**src/rtl/echo_cancel_sequencer_pkg.sv**
```systemverilog
// Shared definitions for the echo-cancellation sample sequencer.
//   - FSM state encodings and the state_t enum
//   - adapt_mode codes
//   - IEEE-754 double constants used by the adaptation datapath
//   - cnt_width(): bits needed to hold a saturating counter value
package echo_cancel_sequencer_pkg;

  localparam logic [2:0] ST_IDLE_ENC        = 3'd0;
  localparam logic [2:0] ST_CVT_WAIT_ENC    = 3'd1;
  localparam logic [2:0] ST_ADAPT_WAIT_ENC  = 3'd2;
  localparam logic [2:0] ST_CANCEL_WAIT_ENC = 3'd3;
  localparam logic [2:0] ST_OUT_ENC         = 3'd4;

  typedef enum logic [2:0] {
    ST_IDLE        = ST_IDLE_ENC,
    ST_CVT_WAIT    = ST_CVT_WAIT_ENC,
    ST_ADAPT_WAIT  = ST_ADAPT_WAIT_ENC,
    ST_CANCEL_WAIT = ST_CANCEL_WAIT_ENC,
    ST_OUT         = ST_OUT_ENC
  } state_t;

  localparam logic [1:0] MODE_AUTO   = 2'd0;
  localparam logic [1:0] MODE_ALWAYS = 2'd1;
  localparam logic [1:0] MODE_FROZEN = 2'd2;  // code 3 behaves the same

  localparam logic [63:0] GAMMA_0P25 = 64'h3FD0_0000_0000_0000;
  localparam logic [63:0] MU_1P0     = 64'h3FF0_0000_0000_0000;

  function automatic int cnt_width(input int max_val);
    return (max_val < 1) ? 1 : $clog2(max_val + 1);
  endfunction

endpackage

```
**src/rtl/echo_cancel_sequencer_stage_timeout_counter.sv**
```systemverilog
// Per-stage watchdog shared by all wait states of the sequencer.
//   clk_operation, rst : clock, synchronous active-high reset
//   clear              : reload the timer (stage entry)
//   run                : a stage is waiting for its done pulse
//   expired            : TIMEOUT_CYC cycles spent in the current stage
// Down-counter loaded with TIMEOUT_CYC-1; terminal count is zero.
module stage_timeout_counter #(
  parameter int TIMEOUT_CYC = 4096
) (
  input  logic clk_operation,
  input  logic rst,
  input  logic clear,
  input  logic run,
  output logic expired
);

  localparam int CNT_W = (TIMEOUT_CYC > 2) ? $clog2(TIMEOUT_CYC) : 1;
  localparam logic [CNT_W-1:0] TERM_LOAD = CNT_W'(TIMEOUT_CYC - 1);

  logic [CNT_W-1:0] cnt_q, cnt_d;

  always_comb begin
    cnt_d = cnt_q;
    if (clear) begin
      cnt_d = TERM_LOAD;
    end else if (run && (cnt_q != '0)) begin
      cnt_d = cnt_q - CNT_W'(1);
    end
  end

  always_ff @(posedge clk_operation) begin
    if (rst) begin
      cnt_q <= TERM_LOAD;
    end else begin
      cnt_q <= cnt_d;
    end
  end

  assign expired = run && (cnt_q == '0);

endmodule

```
**src/rtl/echo_cancel_sequencer.sv**
```systemverilog
// Per-sample controller for the echo-cancellation datapath. Each sample tick
// walks conversion -> (optional) NLMS adaptation -> cancellation -> output
// conversion using start/done handshakes, with warm-up staging, training
// length control, per-stage timeouts and overrun detection.
//   clk_operation, rst            : clock, synchronous active-high reset
//   enable, sample_tick           : run enable (sampled in IDLE), sample pulse
//   adapt_mode                    : 0 auto, 1 always, 2/3 frozen
//   cvt_/adapt_/cancel_start,done : stage handshakes
//   e_in, y_in                    : adaptation error, canceller output
//   out_start, out_double         : output converter handshake and data
//   en_samp_adapt, en_samp_cancel : warm-up sampling enables
//   training, iteration           : adaptation status
//   busy, overrun_err, timeout_err: status and sticky errors
//
// state          | meaning
// ST_IDLE        | waiting for sample_tick with enable
// ST_CVT_WAIT    | input conversion running, waiting cvt_done
// ST_ADAPT_WAIT  | para_approx running, waiting adapt_done
// ST_CANCEL_WAIT | canceller running, waiting cancel_done
// ST_OUT         | one cycle: out_start, counter updates
module echo_cancel_sequencer #(
  parameter int DATA_W         = 64,
  parameter int ITER_W         = 32,
  parameter int TRAIN_SAMPLES  = 25,
  parameter int WARMUP_SAMPLES = 2,
  parameter int TIMEOUT_CYC    = 4096
) (
  input  logic              clk_operation,
  input  logic              rst,
  input  logic              enable,
  input  logic              sample_tick,
  input  logic [1:0]        adapt_mode,
  output logic              cvt_start,
  input  logic              cvt_done,
  output logic              adapt_start,
  input  logic              adapt_done,
  output logic              cancel_start,
  input  logic              cancel_done,
  input  logic [DATA_W-1:0] e_in,
  input  logic [DATA_W-1:0] y_in,
  output logic              out_start,
  output logic [DATA_W-1:0] out_double,
  output logic              en_samp_adapt,
  output logic              en_samp_cancel,
  output logic              training,
  output logic [ITER_W-1:0] iteration,
  output logic              busy,
  output logic              overrun_err,
  output logic              timeout_err
);

  import echo_cancel_sequencer_pkg::*;

  localparam int TC_W = cnt_width(TRAIN_SAMPLES);
  localparam int SC_W = cnt_width(WARMUP_SAMPLES);
  localparam logic [TC_W-1:0] TRAIN_MAX  = TC_W'(TRAIN_SAMPLES);
  localparam logic [SC_W-1:0] WARM_MAX   = SC_W'(WARMUP_SAMPLES);
  localparam logic [SC_W-1:0] WARM_M1    = (WARMUP_SAMPLES > 0) ? SC_W'(WARMUP_SAMPLES - 1) : '0;

  state_t state_q, state_d;

  logic              cvt_start_q, cvt_start_d;
  logic              adapt_start_q, adapt_start_d;
  logic              cancel_start_q, cancel_start_d;
  logic [DATA_W-1:0] out_double_q, out_double_d;
  logic              do_adapt_q, do_adapt_d;
  logic              training_q, training_d;
  logic [ITER_W-1:0] iteration_q, iteration_d;
  logic [TC_W-1:0]   train_cnt_q, train_cnt_d;
  logic [SC_W-1:0]   sample_cnt_q, sample_cnt_d;
  logic              overrun_q, overrun_d;
  logic              timeout_q, timeout_d;

  logic tmo_clear, tmo_run, tmo_expired;
  logic adapt_sel;

  // Stage entry (any state change) reloads the watchdog.
  assign tmo_clear = (state_d != state_q);
  assign tmo_run   = (state_q == ST_CVT_WAIT) || (state_q == ST_ADAPT_WAIT) ||
                     (state_q == ST_CANCEL_WAIT);

  stage_timeout_counter #(
    .TIMEOUT_CYC (TIMEOUT_CYC)
  ) u_stage_timeout (
    .clk_operation (clk_operation),
    .rst           (rst),
    .clear         (tmo_clear),
    .run           (tmo_run),
    .expired       (tmo_expired)
  );

  // Warm-up samples always adapt regardless of mode.
  always_comb begin
    adapt_sel = 1'b0;
    case (adapt_mode)
      MODE_ALWAYS: adapt_sel = 1'b1;
      MODE_AUTO:   adapt_sel = (train_cnt_q < TRAIN_MAX);
      default:     adapt_sel = 1'b0;
    endcase
    if (sample_cnt_q < WARM_MAX) begin
      adapt_sel = 1'b1;
    end
  end

  always_comb begin
    state_d        = state_q;
    cvt_start_d    = 1'b0;
    adapt_start_d  = 1'b0;
    cancel_start_d = 1'b0;
    out_double_d   = out_double_q;
    do_adapt_d     = do_adapt_q;
    training_d     = training_q;
    iteration_d    = iteration_q;
    train_cnt_d    = train_cnt_q;
    sample_cnt_d   = sample_cnt_q;
    // A tick in any non-IDLE state, OUT included, is dropped and flagged.
    overrun_d      = overrun_q | (sample_tick && (state_q != ST_IDLE));
    timeout_d      = timeout_q;

    case (state_q)
      ST_IDLE: begin
        if (sample_tick && enable) begin
          cvt_start_d = 1'b1;
          do_adapt_d  = adapt_sel;
          training_d  = adapt_sel;
          state_d     = ST_CVT_WAIT;
        end
      end
      ST_CVT_WAIT: begin
        if (cvt_done) begin
          if (do_adapt_q) begin
            adapt_start_d = 1'b1;
            state_d       = ST_ADAPT_WAIT;
          end else begin
            cancel_start_d = 1'b1;
            state_d        = ST_CANCEL_WAIT;
          end
        end else if (tmo_expired) begin
          timeout_d = 1'b1;
          state_d   = ST_IDLE;
        end
      end
      ST_ADAPT_WAIT: begin
        if (adapt_done) begin
          cancel_start_d = 1'b1;
          state_d        = ST_CANCEL_WAIT;
        end else if (tmo_expired) begin
          timeout_d = 1'b1;
          state_d   = ST_IDLE;
        end
      end
      ST_CANCEL_WAIT: begin
        // Data is captured on the done cycle so it is valid alongside out_start.
        if (cancel_done) begin
          out_double_d = do_adapt_q ? e_in : y_in;
          state_d      = ST_OUT;
        end else if (tmo_expired) begin
          timeout_d = 1'b1;
          state_d   = ST_IDLE;
        end
      end
      ST_OUT: begin
        if (do_adapt_q) begin
          if (iteration_q != '1) begin
            iteration_d = iteration_q + ITER_W'(1);
          end
          if (train_cnt_q < TRAIN_MAX) begin
            train_cnt_d = train_cnt_q + TC_W'(1);
          end
        end
        if (sample_cnt_q < WARM_MAX) begin
          sample_cnt_d = sample_cnt_q + SC_W'(1);
        end
        state_d = ST_IDLE;
      end
      default: state_d = ST_IDLE;
    endcase
  end

  always_ff @(posedge clk_operation) begin
    if (rst) begin
      state_q        <= ST_IDLE;
      cvt_start_q    <= 1'b0;
      adapt_start_q  <= 1'b0;
      cancel_start_q <= 1'b0;
      out_double_q   <= '0;
      do_adapt_q     <= 1'b0;
      training_q     <= 1'b0;
      iteration_q    <= '0;
      train_cnt_q    <= '0;
      sample_cnt_q   <= '0;
      overrun_q      <= 1'b0;
      timeout_q      <= 1'b0;
    end else begin
      state_q        <= state_d;
      cvt_start_q    <= cvt_start_d;
      adapt_start_q  <= adapt_start_d;
      cancel_start_q <= cancel_start_d;
      out_double_q   <= out_double_d;
      do_adapt_q     <= do_adapt_d;
      training_q     <= training_d;
      iteration_q    <= iteration_d;
      train_cnt_q    <= train_cnt_d;
      sample_cnt_q   <= sample_cnt_d;
      overrun_q      <= overrun_d;
      timeout_q      <= timeout_d;
    end
  end

  assign cvt_start      = cvt_start_q;
  assign adapt_start    = adapt_start_q;
  assign cancel_start   = cancel_start_q;
  assign out_start      = (state_q == ST_OUT);
  assign out_double     = out_double_q;
  assign en_samp_cancel = (sample_cnt_q >= WARM_M1);
  assign en_samp_adapt  = (sample_cnt_q >= WARM_MAX);
  assign training       = training_q;
  assign iteration      = iteration_q;
  assign busy           = (state_q != ST_IDLE);
  assign overrun_err    = overrun_q;
  assign timeout_err    = timeout_q;

endmodule

```
**config.mk**
```make
export PLATFORM = sky130hd
export DESIGN_NAME = echo_cancel_sequencer
export DESIGN_NICKNAME = d
export VERILOG_FILES = /design/src/rtl/echo_cancel_sequencer_pkg.sv /design/src/rtl/echo_cancel_sequencer_stage_timeout_counter.sv /design/src/rtl/echo_cancel_sequencer.sv
export SDC_FILE = /design/constraint.sdc
export NUM_CORES = 1
export LEC_CHECK = 0
export CORE_MARGIN = 1.5
export CORE_UTILIZATION = 43
export CTS_CLUSTER_DIAMETER = 80
export DETAILED_ROUTE_END_ITERATION = 12
export PLACE_DENSITY = 0.79
export SLEW_MARGIN = 20
export SYNTH_ARGS = -nofsm -noshare
export SYNTH_HDL_FRONTEND = slang
export SYNTH_SLANG_ARGS = --single-unit
```
**constraint.sdc**
```tcl
create_clock -name clk_operation -period 2.9 [get_ports clk_operation]
set_clock_uncertainty 0.2 [all_clocks]
set_input_delay 0.29 -clock clk_operation [delete_from_list [all_inputs] [get_ports clk_operation]]
set_output_delay 0.29 -clock clk_operation [all_outputs]
set_load 0.01 [all_outputs]
```
# Yosys cells after proc, flatten, opt, wreduce, memory -nomap -nowiden
# Index checks and enable logic that the tools add are counted.
# W data, S select, Z words.
dict set report totals {
  ff_bits 124
  inputBits 137
  output_inout_bits 106
  wordCells 76
}
dict set report op_classes {
  addsub 4
  n_lt_le_gt_ge 4
  n_eq_ne 10
  muxes 21
  bitwise_logic 4
  reduce_logical 21
}
# cell count
set op_table {}
lappend op_table {{$mux W64} 1}
lappend op_table {{$add A32 B1 Y32 const B} 1}
lappend op_table {{$ne A32 B32 Y1 const B} 1}
lappend op_table {{$mux W3} 5}
lappend op_table {{$logic_not A12 Y1} 1}
lappend op_table {{$pmux W3 S4} 1}
lappend op_table {{$reduce_bool A12 Y1} 1}
lappend op_table {{$sub A12 B1 Y12 const B} 1}
lappend op_table {{$mux W1} 11}
lappend op_table {{$eq A3 B2 Y1 const B} 2}
lappend op_table {{$ne A2 B2 Y1 const B} 3}
lappend op_table {{$reduce_and A2 Y1} 3}
lappend op_table {{$reduce_and A3 Y1} 2}
lappend op_table {{$reduce_bool A3 Y1} 2}
lappend op_table {{$add A5 B1 Y5 const B} 1}
lappend op_table {{$lt A5 B5 Y1 const B} 1}
lappend op_table {{$logic_and A1 B1 Y1} 4}
lappend op_table {{$pmux W1 S2} 2}
lappend op_table {{$reduce_and A4 Y1} 1}
lappend op_table {{$reduce_or A2 Y1} 2}
lappend op_table {{$eq A3 B1 Y1 const B} 1}
lappend op_table {{$eq A3 B3 Y1 const B} 1}
lappend op_table {{$logic_not A3 Y1} 1}
lappend op_table {{$ne A3 B3 Y1} 1}
lappend op_table {{11 further kinds} 14}

# Logic depth before layout (Yosys ltp)
# Gate-level depths: netlist of run 1.
dict set report depth {
  depth_word 9
  ltp_mapped 9
  ltp_nobuf 7
}

# Hierarchy
# A second synthesis of run 1 with hierarchy kept.
dict set report hier_totals {
  cells_unflattened 628
  hier_area_um2 5704.2
}
# module n_inst cells_each area_each_um2 seq_area_each_um2
set modules_own_cells {}
lappend modules_own_cells {echo_cancel_sequencer 1 562 5141.2 2242.2}
lappend modules_own_cells {stage_timeout_counter 1 66 563.0 240.2}

# Least setup slack after synthesis of run 1
# No wires, ideal clock.
dict set report synth_timing {
  kind {register -> register}
  from {register iteration_q[0], in the netlist iteration[0]}
  to {register iteration_q[22], in the netlist iteration[22]}
  setup_ps 123
  arrival_ps 2263
  required_ps 2577
  slack_ps 314
  stages_incl_launch_ff 9
  synth_period_minus_slack_ps 2586
  path_cell_list {dfxtp_1 > ha_1 > nand2_1 > or4_1 > buf_2 > o31ai_4 > buf_6 > nor3_1 > mux2_1}
}
dict set report synth_via {
  elab_chain_cells 2
  elab_cells_between_ends 3
  cone_classes {add/sub: 1; eq/ne: 1; reduce/logical: 1}
}
# element line
set synth_rtl {}
lappend synth_rtl {{start: declaration} echo_cancel_sequencer.sv:68} ;# logic [ITER_W-1:0] iteration_q, iteration_d;
lappend synth_rtl {{start signal: assignment} echo_cancel_sequencer.sv:202} ;# iteration_q <= iteration_d;
lappend synth_rtl {{parallel branches: the longest is 2 deep, another holds $add A32 B1 Y32} n/a}
# Several ways; the timed one is not identified.
# A chain may end at the register's enable or synchronous reset.

# Final worst setup path of run 1
# Ends and elaborated chain as after synthesis.

==> flow_summary.ini, run 1 <==
[cells_and_area]
layout_common_cells = clkdlybuf4s50_1, dfxtp_1, nor2_1
syn_to_final_growth_pct = 52.6
fin_cells = 1046
regArea_mm2 = 0.00249
fin_util_pct = 66.9
nets = 1001
stdcell_area_mm2 = 0.00879
drive_gt1_share_pct = 5.52
final_common_cell = clkdlybuf4s50_1
multi_input_area_mm2 = 0.00300
nFillCells = 1064

[critical_path]
crit_arrival_ns = 2.72
critPathSlowestCell = or4_1
cp_num_cells = 7
setup.worst_path.start = iteration[0]
cp_max_fo = 51
crit_type = reg -> reg
cp-end-kind = flip-flop
path_buf_inv = 1
r2r_cells = 7
crit_family = simple AND/OR/NAND/NOR gates
path_cells = ha_1 > nand2_1 > or4_1 > o31ai_4 > buf_12 > nor3_1 > mux2_1
worstPathRequired_ns = 2.99
timing.rr.start = iteration[0]
startpoint_type = flip-flop
slowest_delay_ns = 0.66

[synthesis]
synth_nets = 784
ys_types = 51
yosys.area.top_type_share_pct = 43.1
synth-seq-cells = 124
async_flop_share_pct = 0
synth-seq-area-share_pct = 43.1
synthCells = 641
synth-main-ff-cell = dfxtp_1
synth_area_leaders = dfxtp_1, mux2i_1, a211oi_1, nor2_1, clkbuf_1
synth_area_mm2 = 0.00576
syn_area_per_cell_um2 = 8.98
ys_warn_count = 0
synth_top_area_cell = dfxtp_1
synth-edff-count = 0

[cts]
clockBufferDepth = 2
cts_sinks = 124
cts_resized = 0
path_clk_slew_ns = 0.05
cts_tree = yes
cts-root-buf = clkbuf_16
post_cts.repair.setup_buffers = 0
cts_made_buffers = 17
clk_latency_ns = 0.41
hold_buffers = 0
ctsHtreeMaxLevel = 4

[global_route]
grt_use_total_pct = 24.8
grt-ovfl-total = 0
grt_max_degree = 130
grt_pass1_wl_um = 27800
antenna_found_initial = 1
grt_pass1_vias = 5560

[route]
drt_iter0_drc = 390
wirelength_um = 17100
firstDrtPassIters = 5
antenna_left = 0
vias = 5661
drt-vias-per-instance = 5.41
wire_per_inst_um = 16.3
drc = 0

[timing]
totalNegativeSetupSlack_ns = 0
fmax_mhz = 380
rsz0062_at_grt = no
final-hold-violation-count = 0
slew_headroom_pct = 39.7
setup_viol = 0
worst_pin_slew_ns = 0.905
fin_crit_sh_pct = 90.6
finalCriticalPeriod_ns = 2.63
final_max_slew_viol_count = 0

[floorplan]
design.core.area_mm2 = 0.0131
fp.dieH_um = 119
rows = 42
dieArea_mm2 = 0.0141
initial_core_util_pct = 43.8
io_pins = 243
fp.dieW_um = 119

[power]
vdd_drop_max_mv = 0.408
total_power_mw = 4.14
power.leakage_nw = 2.88
p_per_area_mw_per_mm2 = 472

[placement]
hpwl_um = 12300
port_buffers = 242
placed_cells = 1015
gp_congestion = 0.809
placed_area_mm2 = 0.00826

[flow_run]
drv_cap = 0

[min_path]
hp-start = rst
hold-path-cell-count = 2
hp-class = in -> reg

[run_status]
status = completed
flip-flops by register name (all words and copies together) (netlist names):
signal                 count
adapt_start                1
cancel_start               1
cvt_start                  1
iteration                 32
out_double                64
overrun_err                1
sample_cnt_q               2
state_q                    3
timeout_err                1
train_cnt_q                5
training                   1
u_stage_timeout.cnt_q     12
logic make-up (layout without fill, tap and decap cells):
logic type                 count (synthesis)  after routing  synth area share, %
adders and majority gates                  6              6                 1.30
buffers and inverters                     64            292                 4.89
other                                      0              1                    0
AOI/OAI and AO/OA                        142            142                 17.0
and+or+nand+nor                          223            223                 19.4
xor gates and xnor gates                  13             13                 1.98
muxes                                     69             69                 12.3
DFF                                      124            124                 43.1
worst reg2reg max path, cell delays in order, from the launching register on:
cell     delay [ns]
dfxtp_1        0.41
ha_1           0.20
nand2_1        0.05
or4_1          0.66
o31ai_4        0.33
buf_12         0.25
nor3_1         0.09
mux2_1         0.32
per-stage QoR:
stage	worst slack [ns]	hold slack [ns]
after floorplan	0.314	0.231
after global placement	0.356	0.246
after detailed placement	0.287	0.272
after CTS	0.273	0.260
after global routing	0.124	0.312
final	0.272	0.274
metal layers:
| metal | global-route usage [%] | vias up | routed length [um] |
|---|---|---|---|
| li1 | - | 2789 | - |
| met1 | 27.0 | 2632 | 6600 |
| met2 | 41.6 | 210 | 8390 |
| met3 | 11.0 | 30 | 1590 |
| met4 | 11.1 | 0 | 498 |
| met5 | 0 | - | 0 |
final cells by class:
| class | instances | area share [%] |
|---|---|---|
| Multi-Input combinational cell | 453 | 34.1 |
| Sequential cell | 124 | 28.3 |
| Clock buffer | 29 | 5.92 |
| Timing Repair Buffer | 248 | 28.5 |
| Tap cell | 176 | 2.51 |
| Antenna cell | 1 | 0.0285 |
| Inverter | 14 | 0.598 |
| Clock inverter | 1 | 0.0570 |
synth_stat cells (all sizes together), types with 4 or more instances:
| cell type | instances |
|---|---|
| or3 | 19 |
| o21ai | 18 |
| nand3 | 17 |
| nor3 | 10 |
| o31ai | 13 |
| or2 | 4 |
| nor4 | 5 |
| xnor2 | 4 |
| ha | 6 |
| buf | 9 |
| dfxtp | 124 |
| inv | 14 |
| a21oi | 28 |
| nor2 | 91 |
| nand2 | 30 |
| mux2i | 65 |
| a211oi | 64 |
| nor2b | 7 |
| or4 | 17 |
| clkbuf | 41 |
| xor2 | 9 |
| nand4 | 10 |
final timing paths:
| check | end | slack (ns) |
|---|---|---|
| max | iteration[22] | 0.27 |
| min | training | 0.27 |
| max reg2reg | iteration[22] | 0.27 |
| min reg2reg | timeout_err | 0.28 |
report_power, final:
group	total, mW	internal, mW	switching, mW
Sequential	1.77	1.73	0.0376
Combinational	0.475	0.296	0.179
Clock	1.90	1.19	0.706
Total	4.14	3.22	0.923
Power figures use the tool's default switching activity.
==> run 2, diff against run 1 <==
CORE_ASPECT_RATIO = 1.4   (was default)
RECOVER_POWER = 100   (was default)
clock period = 2.45 ns   (was 2.9 ns; I/O delays follow)
==> flow_summary.ini, run 2 (synthesis gave the netlist of run 1 again) <==
[route]
drt-vias-per-instance = 5.49
drc = 0
antenna_left = 0
wire_per_inst_um = 17.3
vias = 5888
wirelength_um = 18500
drt_iter0_drc = 218
firstDrtPassIters = 5

[cells_and_area]
nets = 1025
largest_register_ffs = 64
nFillCells = 995
final_common_cell = clkdlybuf4s50_1
drive_gt1_share_pct = 9.51
layout_common_cells = clkdlybuf4s50_1, dfxtp_1, dlygate4sd3_1
syn_to_final_growth_pct = 58.0

[global_route]
grt_use_total_pct = 26.2
antenna_found_initial = 1
grt_max_degree = 68
grt_pass1_vias = 5922
grt-ovfl-total = 0
grt_pass1_wl_um = 29100

[power]
power.switching_mw = 1.15
power.leakage_nw = 3.40
vdd_drop_max_mv = 0.386
p_per_area_mw_per_mm2 = 557
pwr-share-seq_pct = 40.8
total_power_mw = 5.07
clkPwrFrac_pct = 47.3
power.internal_mw = 3.91
p_comb_share_pct = 12.0
switching_share_pct = 22.8

[timing]
fin_crit_sh_pct = 96.2
final-hold-violation-count = 0
worst_pin_slew_ns = 1.21
setup_viol = 0
slew_headroom_pct = 19.2
finalCriticalPeriod_ns = 2.36
fmax_mhz = 424
setup_ws_ns = 0.0934
final_max_slew_viol_count = 0

[min_path]
hp-class = in -> reg
hp-start = rst
min_to = iteration[0]
hold-path-cell-count = 2

[critical_path]
r2r-end = iteration[26]
startpoint_type = flip-flop
worstPathRequired_ns = 2.53
cp-end-kind = flip-flop
cp_max_fo = 6
timing.rr.start = iteration[0]
crit_type = reg -> reg
crit_arrival_ns = 2.44
r2r_cells = 7
reg2reg_slack_ns = 0.09

[flow_run]
drv_cap = 0

[cts]
hold_buffers = 0
cts_made_buffers = 17
ctsHtreeMaxLevel = 4
cts_sinks = 124
cts_tree = yes
clk_latency_ns = 0.41
path_clk_slew_ns = 0.05
clockBufferDepth = 2
cts-root-buf = clkbuf_16

[floorplan]
io_pins = 243
dieArea_mm2 = 0.0141
design.core.area_mm2 = 0.0129
rows = 49
fp.dieW_um = 101
initial_core_util_pct = 44.5
fp.dieH_um = 140

[placement]
gp_congestion = 0.844
hpwl_um = 13700
port_buffers = 242
dpl_worst_slack_ns = 0.0477

[run_status]
status = completed
run 2: changes by cell type in the layout (fill, tap and decap cells not counted), sizes merged:
| cell | previous run | this run |
|---|---|---|
| clkinv | 1 | 4 |
| clkdlybuf4s50 | 241 | 136 |
| bufinv | 0 | 2 |
| clkbuf | 29 | 23 |
| clkinvlp | 0 | 5 |
| buf | 7 | 28 |
| dlygate4sd3 | 0 | 105 |
run 2: worst max-delay path, cell delays in order (launching register included):
cell and delay (ns):
dfxtp_2 0.39, ha_4 0.15, nand2_1 0.05, or4_4 0.55, nand4b_1 0.34, clkbuf_4 0.24
o21ai_0 0.21, a21oi_1 0.11
run 2: repair_timing:
action                     in CTS  in global routing
setup endpoints to repair       0                 11
setup buffers                   0                  2
gates resized for setup         0                  8
run 2: stage by stage:
step           setup TNS [ns]  hold slack, ns  utilization, %  cells  cell area, um2
3_5_place_dp                0           0.272            65.6   1038            8480
5_1_grt               -0.0443           0.196            70.3   1072            9090
6_report                    0           0.179            70.3   1073            9090
2_1_floorplan               0           0.186               -    641            5770
4_1_cts                     0           0.159            70.0   1069            9050
3_3_place_gp                0           0.251            65.6   1038            8480
run 2: how the worst max path moves through the flow:
stage                        startpoint             to  slack, ns
after floorplan            iteration[1]  iteration[22]       0.01
after global placement     iteration[0]  iteration[22]       0.11
after detailed placement  iteration[11]  iteration[22]       0.05
after CTS                  iteration[4]  iteration[27]       0.04
after global routing      iteration[18]  iteration[29]      -0.04
final                      iteration[0]  iteration[26]       0.09
run 2: layer usage:
layer	track usage [%]	up-vias	part of all wire, %	routed length, um
li1	-	2841	-	-
met1	28.2	2754	37	6930
met2	45.2	246	50	9310
met3	10.5	47	9.2	1700
met4	10.5	0	3.1	581
met5	0	-	0	0
run 2: layout make-up:
| type | instances | area (um2) | area share (%) |
|---|---|---|---|
| Clock buffer | 20 | 447 | 4.91 |
| Tap cell | 178 | 223 | 2.45 |
| Clock inverter | 11 | 121 | 1.33 |
| Timing Repair Buffer | 272 | 2740 | 30.1 |
| Sequential cell | 124 | 2490 | 27.4 |
| Inverter | 14 | 52.6 | 0.578 |
| Multi-Input combinational cell | 453 | 3020 | 33.2 |
| Antenna cell | 1 | 2.50 | 0.0275 |
run 2: power groups by stage:
stage                     registers, mW  clock network [mW]  logic (mW)
after global routing               2.07                2.53       0.653
after floorplan                    2.12                   0       0.261
after detailed placement           2.11                   0       0.611
after CTS                          2.07                2.44       0.613
final                              2.06                2.40       0.606
after global placement             2.11                   0       0.591
